## src/rtl/image_rom_arbiter.sv

```systemverilog
// image_rom_arbiter: shares the single-port Image block RAM between the VGA fetch path (port 0)
// and the sprite/game path (port 1). Build option IMG_ARB_STARVE_GUARD_EN adds the port-1 starvation guard.
module image_rom_arbiter #(
    parameter int unsigned AW         = 19,
    parameter int unsigned DW         = 12,
    parameter int unsigned RD_LAT     = 1,
    parameter int unsigned STARVE_MAX = 8
) (
    input  logic          clk,
    input  logic          rst_n,
    input  logic          p0_req,
    input  logic [AW-1:0] p0_addr,
    output logic          p0_gnt,
    output logic          p0_rvalid,
    output logic [DW-1:0] p0_rdata,
    input  logic          p1_req,
    input  logic          p1_we,
    input  logic [AW-1:0] p1_addr,
    input  logic [DW-1:0] p1_wdata,
    output logic          p1_gnt,
    output logic          p1_rvalid,
    output logic [DW-1:0] p1_rdata,
    output logic          rom_wea,
    output logic [AW-1:0] rom_addra,
    output logic [DW-1:0] rom_dina,
    input  logic [DW-1:0] rom_douta
);
    localparam int unsigned TAG_D = RD_LAT + 1;

    if (RD_LAT < 1 || RD_LAT > 3 || STARVE_MAX < 1) begin : g_bad_param
        $error("image_rom_arbiter: RD_LAT must be 1..3 and STARVE_MAX at least 1");
    end

`ifdef IMG_ARB_STARVE_GUARD_EN
    localparam int unsigned CW = $clog2(STARVE_MAX + 1);

    typedef enum logic {
        ST_NORMAL = 1'b0,
        ST_FORCE1 = 1'b1
    } state_e;

    state_e        r_state;
    state_e        w_state_nxt;
    logic [CW-1:0] r_starve_cnt;
    logic [CW-1:0] w_starve_nxt;

    always_ff @(posedge clk or negedge rst_n) begin
        if (!rst_n) begin
            r_state      <= ST_NORMAL;
            r_starve_cnt <= '0;
        end else begin
            r_state      <= w_state_nxt;
            r_starve_cnt <= w_starve_nxt;
        end
    end

    // Counts consecutive denied port-1 cycles, saturating at STARVE_MAX
    always_comb begin
        w_starve_nxt = r_starve_cnt;
        if (!p1_req || p1_gnt) begin
            w_starve_nxt = '0;
        end else if (r_starve_cnt != CW'(STARVE_MAX)) begin
            w_starve_nxt = r_starve_cnt + CW'(1);
        end
    end

    // Enter FORCE1 in the same cycle the counter lands on STARVE_MAX so the forced slot
    // follows exactly STARVE_MAX denials
    always_comb begin
        w_state_nxt = r_state;
        case (r_state)
            ST_NORMAL: if (w_starve_nxt == CW'(STARVE_MAX)) w_state_nxt = ST_FORCE1;
            ST_FORCE1: w_state_nxt = ST_NORMAL;
            default:   w_state_nxt = ST_NORMAL;
        endcase
    end

    always_comb begin
        p0_gnt = 1'b0;
        p1_gnt = 1'b0;
        case (r_state)
            ST_FORCE1: p1_gnt = p1_req;
            default: begin
                p0_gnt = p0_req;
                p1_gnt = p1_req & ~p0_req;
            end
        endcase
    end
`else
    always_comb begin
        p0_gnt = p0_req;
        p1_gnt = p1_req & ~p0_req;
    end
`endif

    logic             w_rd0;
    logic             w_rd1;
    logic [TAG_D-1:0] r_v0;
    logic [TAG_D-1:0] r_v1;
    logic             r_wea;
    logic [AW-1:0]    r_addra;
    logic [DW-1:0]    r_dina;

    assign w_rd0 = p0_gnt;
    assign w_rd1 = p1_gnt & ~p1_we;

    // Memory-side issue register; address holds when idle
    always_ff @(posedge clk or negedge rst_n) begin
        if (!rst_n) begin
            r_wea   <= 1'b0;
            r_addra <= '0;
            r_dina  <= '0;
        end else if (p0_gnt) begin
            r_wea   <= 1'b0;
            r_addra <= p0_addr;
            r_dina  <= '0;
        end else if (p1_gnt) begin
            r_wea   <= p1_we;
            r_addra <= p1_addr;
            r_dina  <= p1_wdata;
        end else begin
            r_wea   <= 1'b0;
        end
    end

    // Per-owner valid shift registers form the {valid, owner} tag pipeline
    always_ff @(posedge clk or negedge rst_n) begin
        if (!rst_n) begin
            r_v0 <= '0;
            r_v1 <= '0;
        end else begin
            r_v0 <= {r_v0[TAG_D-2:0], w_rd0};
            r_v1 <= {r_v1[TAG_D-2:0], w_rd1};
        end
    end

    assign p0_rvalid = r_v0[TAG_D-1];
    assign p1_rvalid = r_v1[TAG_D-1];
    assign p0_rdata  = rom_douta;
    assign p1_rdata  = rom_douta;
    assign rom_wea   = r_wea;
    assign rom_addra = r_addra;
    assign rom_dina  = r_dina;

endmodule

```

## config.mk

```make
export PLATFORM = sky130hd
export DESIGN_NAME = image_rom_arbiter
export DESIGN_NICKNAME = d
export VERILOG_FILES = /design/src/rtl/image_rom_arbiter.sv
export SDC_FILE = /design/constraint.sdc
export NUM_CORES = 1
export LEC_CHECK = 0
export ABC_AREA = 1
export BUFFER_PORTS_ARGS = -buffer_cell sky130_fd_sc_hd__buf_4
export CAP_MARGIN = 20
export CORE_UTILIZATION = 35
export CTS_CLUSTER_DIAMETER = 40
export DETAILED_ROUTE_END_ITERATION = 10
export PLACE_DENSITY = 0.74
export SLEW_MARGIN = 20
export SYNTH_ARGS = -nofsm -noshare
export SYNTH_HDL_FRONTEND = slang
export SYNTH_SLANG_ARGS = --single-unit
```

## constraint.sdc

```tcl
create_clock -name clk -period 0.8 [get_ports clk]
set_input_delay 0.16 -clock clk [delete_from_list [all_inputs] [get_ports clk]]
set_output_delay 0.16 -clock clk [all_outputs]
set_load 0.02 [all_outputs]
```

-- Yosys cells after proc, flatten, opt, wreduce, memory -nomap -nowiden
Index checks and enable logic that the tools add are counted.
- bits in registers: 36
- output and inout port bits: 60
- logic and storage cells: 16
- muxes and demuxes: 6
- bitwise gates (word level): 4
- reductions and logical operators: 1
- operator list (cell ; number):
    19-bit two-way mux ; 2
    12-bit two-way mux ; 2
    1-bit bitwise AND ; 2
    1-bit two-way mux ; 2
    1-bit inverter ; 2
    2-bit nonzero test ; 1

-- Depth between registers and ports, before layout
Gate-level depths: netlist of run 1.
- depth in word-level cells: 4
- mapped depth: 5

-- Worst setup path before layout of run 1
No wires, ideal clock.
- path type: input port to output port
- start: in p0_req
- end: out p1_gnt
- arrival time: 581 ps
- data required time: 640 ps
- setup slack: 59 ps
- stages: 4
- path through: inv_2 > nand2_1 > buf_2 > inv_1
- word-level cells in the longest chain between the ends: 2
- ends and longest elaborated chain (item ; line ; RTL):
    start, declared ; 11 ; input logic p0_req,
    1-bit inverter ; 92 ; p1_gnt = p1_req & ~p0_req;
    1-bit bitwise AND ; 92 ;
    end, declared ; 20 ; output logic p1_gnt,
Every way passes these cells.

-- Worst setup path in the final report of run 1
- start: reg r_addra[1], in the netlist rom_addra[1]
- end: out rom_addra[1]
- RTL lines (item ; line ; RTL):
    start, declared ; 101 ; logic [AW-1:0] r_addra;
    start signal, assigned ; 115 ; r_addra <= p0_addr;
    start signal, assigned ; 119 ; r_addra <= p1_addr;
    end, declared ; 24 ; output logic [AW-1:0] rom_addra,
No word-level cell between the ends.

==> flow_summary.yaml, run 1 <==
status:
  outcome: "finished, violations left"
  violations: "DRC, setup timing"
synthesis:
  yosys_warnings: 0
  synth_ff_type: "dfrtp_1"
  synthTopCellsByCount: "nand2_1 (51), nand3_1 (38), dfrtp_1 (36)"
  netlist_area_um2: 1660
  synth_most_common_cell: "nand2_1"
  syn_area_per_cell_um2: 8.71
  synth-seq-cells: 36
  synth_area_leader_cell: "dfrtp_1"
  yosys.area.top_type_share: 0.544
  syn_nets: 257
  synth-edff-count: 0
  synthCells: 190
  ys_types: 10
  async_reset_ff_frac: 1.00
  yosysSeqAreaShare: 0.544
  ys_top_cells_by_area: "dfrtp_1 (54%), buf_4 (13%), nand2_1 (12%)"
critical_path:
  r2r_end: "rom_addra[11]$_DFFE_PN0P_"
  cp_max_fo: 2
  critical-path-top-delay-family: "flip-flops"
  path_cells: "buf_6"
  r2r_cells: 3
  worstPathArrival_ps: 830
  cp_data_required_time_ps: 640
  cp-start-kind: "flop"
  cp_slowest_cell: "dfrtp_1"
  crit_path_end_kind: "primary output"
  crit_type: "reg2out"
  r2r_start: "rom_addra[11]$_DFFE_PN0P_"
  reg2reg_setup_slack_ps: 30
  path_buf_inv: 1
  cp_slowest_stage_delay_ps: 410
floorplanning:
  start_util: 0.372
  die-area_um2: 5010
  io_pins: 127
  die_x_um: 70.8
  rows: 24
  die_h_um: 70.8
  core-area_um2: 4440
timing:
  post-route-min-period_ps: 994
  period_share: 1.24
  hold_viol: 0
  worstMarginPinSlew_ps: 449
  max_slew_margin: 0.701
  finalMaxSlewViolations: 0
  setup_viol: 34
  max_freq_mhz: 1010
  skew_ps: 0.0463
  tns_ps: -5830
  worst_slack_ps: -194
  rsz0062_at_grt: "true"
  whs_ps: 36.7
clocking:
  path_clk_slew_ps: 70
  cts_sinks: 36
  cts_root_buf: "clkbuf_8"
  clk_latency_ps: 280
  cts_buffer_depth: 2
  cts_buffers: 5
  htree_levels: 2
  cts_tree: "yes"
place:
  dp_slack_ps: -83.2
  gp_congestion: 0.698
  io_buffer_count: 90
  place_inst: 307
  post-dp-hpwl_um: 2880
grt:
  grt_max_degree: 37
  grt.total_usage: 0.175
  grt_overflow_total: 0
  antenna_found_initial: 0
  grt_pass1_vias: 1504
  grt_pass1_wl_um: 6800
finish:
  utilization: 0.586
  instances_no_fill: 329
  syn_to_final_growth_pct: 57.2
  finish.net_count: 343
  register_area_um2: 901
  drive_above_1_share: 0.466
  antenna_cells: 0
  multi_input_area_um2: 475
  fillers: 401
hold_path:
  min_from: "p1_we"
  min_to: "r_v1[0]$_DFF_PN0_"
  hold_class: "in2reg"
  min_path_cells: 2
route:
  drt_wl_total_um: 4260
  drtAntennaViolNets: 0
  via_per_inst: 4.71
  wire_per_inst_um: 12.9
  drtPass1Iterations: 7
  drc: 14
  vias: 1549
  dr.first_iter.drc_count: 94
run:
  drv_cap: 0
power_and_ir_drop:
  p_leak_uw: 0.00139
  p_per_area_nw_per_um2: 1800
  ir_worst_vdd_mv: 0.749
-- timing repair --
action | 4_1_cts | 5_1_grt
endpoints found under the setup margin | 36 | 38
setup buffers | 5 | 10
endpoints found under the hold margin | 36 | 0
hold buffers | 1 | 0
gates resized for setup | 36 | 12
-- metal layers --
layer  global-route usage  up-vias  part of all wire
li1                     -      749                 -
met1                0.199      721              0.41
met2                0.306       62              0.50
met3               0.0513       17             0.073
met4               0.0756        0             0.022
met5                    0        -                 0
-- how the worst max path moves through the flow --
stage	startpoint	slack, ps	cells after the start	to
final	rom_addra[1]$_DFFE_PN0P_	-190	1	rom_addra[1]
after global routing	rom_dina[4]$_DFFE_PN0P_	-230	1	rom_dina[4]
after CTS	rom_addra[1]$_DFFE_PN0P_	-200	1	rom_addra[1]
after detailed placement	p0_req	-80	5	rom_dina[2]$_DFFE_PN0P_
after global placement	p0_req	-30	5	rom_dina[2]$_DFFE_PN0P_
after floorplan	p0_req	60	4	p1_gnt
-- through the flow --
| step | cell area, µm² | power [µW] |
|---|---|---|
| 3_3_place_gp | 2230 | 2960 |
| 4_1_cts | 2520 | 4660 |
| 6_report | 2600 | 4680 |
| 5_1_grt | 2600 | 4930 |
| 2_1_floorplan | 1660 | 2610 |
| 3_5_place_dp | 2230 | 2970 |
-- power by group --
group / internal [µW] / total, µW / switching [µW] / leakage, µW
logic: 592 / 1080 / 490 / 0.000884
registers: 1960 / 2060 / 100 / 0.000453
clock network: 924 / 1550 / 622 / 0.0000552
total: 3470 / 4680 / 1210 / 0.00139
-- cells by family (layout without fill, tap and decap cells) --
| family | after synthesis | count (layout) | share of synthesized area |
|---|---|---|---|
| simple gates | 92 | 92 | 0.237 |
| flops | 36 | 36 | 0.544 |
| buf+inv | 50 | 137 | 0.182 |
| compound gates | 12 | 12 | 0.0363 |
-- cells in the final DEF (no fill, tap or decap) --
master         instances
buf_4                 76
buf_6                 37
bufinv_16              1
clkbuf_1               1
clkbuf_8               5
clkinv_2               1
dfrtp_1               36
dlygate4sd3_1          1
inv_1                 13
inv_2                  2
nand2_1               47
nand2_2                4
nand3_1               36
nand3_2                2
nor2_1                 2
nor2_2                 1
o21ai_0                7
o21ai_1                5
-- state kept, by name, indices dropped and copies added, names as in the netlist --
name / cells
r_v1: 2
rom_wea: 1
rom_dina: 12
rom_addra: 19
r_v0: 2
-- cell type report --
cell class / instances / area share
Clock inverter: 2 / 0.0135
Sequential cell: 36 / 0.346
Tap cell: 52 / 0.0250
Clock buffer: 6 / 0.0279
Timing Repair Buffer: 114 / 0.383
Multi-Input combinational cell: 104 / 0.183
Inverter: 15 / 0.0216
No activity file was read; power rests on OpenSTA's default activity.
==> run 2: changes to the inputs <==
CTS_BUF_LIST = sky130_fd_sc_hd__clkbuf_4   (was unset)
==> run 2 against run 1 <==
Effect of this change:
- the flow still finishes with violations (DRC, setup timing)
- worst hold slack gained 2.4 ps
- total power is 6.1% lower
- flip-flop and latch count did not move
==> flow_summary.yaml, run 2 (same netlist as run 1, synthesis figures left out) <==
status:
  outcome: "finished, violations left"
  violations: "DRC, setup timing"
place:
  gp_congestion: 0.698
  dp_slack_ps: -83.2
  post-dp-hpwl_um: 2880
  io_buffer_count: 90
timing:
  hold_viol: 0
  worstMarginPinSlew_ps: 448
  post-route-min-period_ps: 1050
  max_freq_mhz: 951
  period_share: 1.31
  rsz0062_at_grt: "true"
  tns_ps: -7750
  skew_ps: 0.141
  finalMaxSlewViolations: 0
  max_slew_margin: 0.702
  setup_viol: 34
  worst_slack_ps: -251
route:
  vias: 1538
  wl_met1_um: 1640
  wire_per_inst_um: 12.8
  drc: 14
  route.met2.wl_um: 2230
  dr.max_layer_used: "met4"
  dr.first_iter.drc_count: 80
  drtPass1Iterations: 7
  wl_met3_um: 290
  drtAntennaViolNets: 0
  drt_wl_total_um: 4220
  via_per_inst: 4.67
floorplanning:
  die_h_um: 70.8
  die-area_um2: 5010
  start_util: 0.372
  rows: 24
  io_pins: 127
  core-area_um2: 4440
  die_x_um: 70.8
finish:
  final_common_cell: "buf_4"
  antenna_cells: 0
  final_cell_mix: "buf_4 (75), nand2_1 (46), buf_6 (37), nand3_1 (36), dfrtp_1 (36)"
  syn_to_final_growth_pct: 55.9
  finish.net_count: 343
  fillers: 399
  largest_reg_flops: 19
  drive_above_1_share: 0.469
critical_path:
  critical-path-top-delay-family: "flip-flops"
  path_buf_inv: 1
  cp_max_fo: 2
  crit_type: "reg2out"
  worstPathArrival_ps: 890
  cp_data_required_time_ps: 640
  cp_slowest_stage_delay_ps: 420
  cp_slowest_cell: "dfrtp_1"
  path_cells: "buf_6"
  crit_path_end_kind: "primary output"
  cp-start-kind: "flop"
clocking:
  cts_root_buf: "clkbuf_4"
  cts_buffers: 5
  cts_tree: "yes"
  path_clk_slew_ps: 110
  clk_latency_ps: 320
  htree_levels: 2
  cts_sinks: 36
  cts_buffer_depth: 2
power_and_ir_drop:
  seqPwrFrac: 0.467
  pwr-share-clk: 0.287
  p_sw_uw: 1160
  intPower_uw: 3230
  sw_frac_of_total: 0.265
  p_per_area_nw_per_um2: 1700
  p_leak_uw: 0.00138
  ir_worst_vdd_mv: 0.703
  pwr-share-comb: 0.246
hold_path:
  hold_class: "in2reg"
grt:
  grt_max_degree: 37
  grt_pass1_vias: 1516
  grt_pass1_wl_um: 6780
  grt_overflow_total: 0
  grt.total_usage: 0.174
  antenna_found_initial: 0
run:
  drv_cap: 0
[run 2: path summary, 6_finish.rpt]
check	start	depth (start not counted)	slack (ps)	to
max	rom_addra[12]$_DFFE_PN0P_	1	-250	rom_addra[12]
min	p0_addr[0]	3	40	rom_addra[0]$_DFFE_PN0P_
min in group asynchronous	rst_n	2	310	rom_dina[6]$_DFFE_PN0P_
max reg2reg	rom_addra[3]$_DFFE_PN0P_	3	30	rom_addra[3]$_DFFE_PN0P_
max in group asynchronous	rst_n	2	170	rom_dina[8]$_DFFE_PN0P_
min reg2reg	r_v0[0]$_DFF_PN0_	0	360	r_v0[1]$_DFF_PN0_
[run 2: layout make-up]
type                            count  area (µm²)  share of cell area
Inverter                           15        56.3              0.0218
Sequential cell                    36         901               0.349
Clock buffer                        6        45.0              0.0175
Clock inverter                      2        35.0              0.0136
Timing Repair Buffer              114        1000               0.387
Tap cell                           52        65.1              0.0252
Multi-Input combinational cell    104         478               0.185
[run 2: layer usage]
layer / vias up / global-route usage
li1: 747 / -
met1: 719 / 0.197
met2: 59 / 0.313
met3: 13 / 0.0385
met4: 0 / 0.0800
met5: - / 0
[run 2: power groups by stage]
stage / Sequential [µW] / Combinational (µW) / Clock [µW]
after CTS: 2050 / 1030 / 1320
final: 2050 / 1080 / 1260
after global placement: 2060 / 894 / 0
after floorplan: 2220 / 389 / 0
after global routing: 2070 / 1160 / 1410
after detailed placement: 2060 / 908 / 0
[run 2: worst reg2reg max path, stage by stage, from the launching register on]
cell and delay [ps]:
dfrtp_1 410, buf_4 140, nand2_2 50, nand3_1 60
[run 2: repair_timing]
item                       4_1_cts  5_1_grt
setup buffers                    5        9
gates cloned                     0        0
setup endpoints to repair       36       39
hold endpoints to repair        37        0
resized for setup               36       14
hold buffers                     2        0
[run 2: through the flow]
| stage | power, µW | hold WS, ps | std cells | utilization | area [µm²] |
|---|---|---|---|---|---|
| 5_1_grt | 4640 | 30.1 | 329 | 0.581 | 2580 |
| 3_3_place_gp | 2960 | 137 | 307 | 0.501 | 2230 |
| 4_1_cts | 4400 | 19.0 | 322 | 0.563 | 2500 |
| 6_report | 4400 | 39.1 | 329 | 0.581 | 2580 |
| 3_5_place_dp | 2970 | 144 | 307 | 0.501 | 2230 |
| 2_1_floorplan | 2610 | -136 | 190 | - | 1660 |
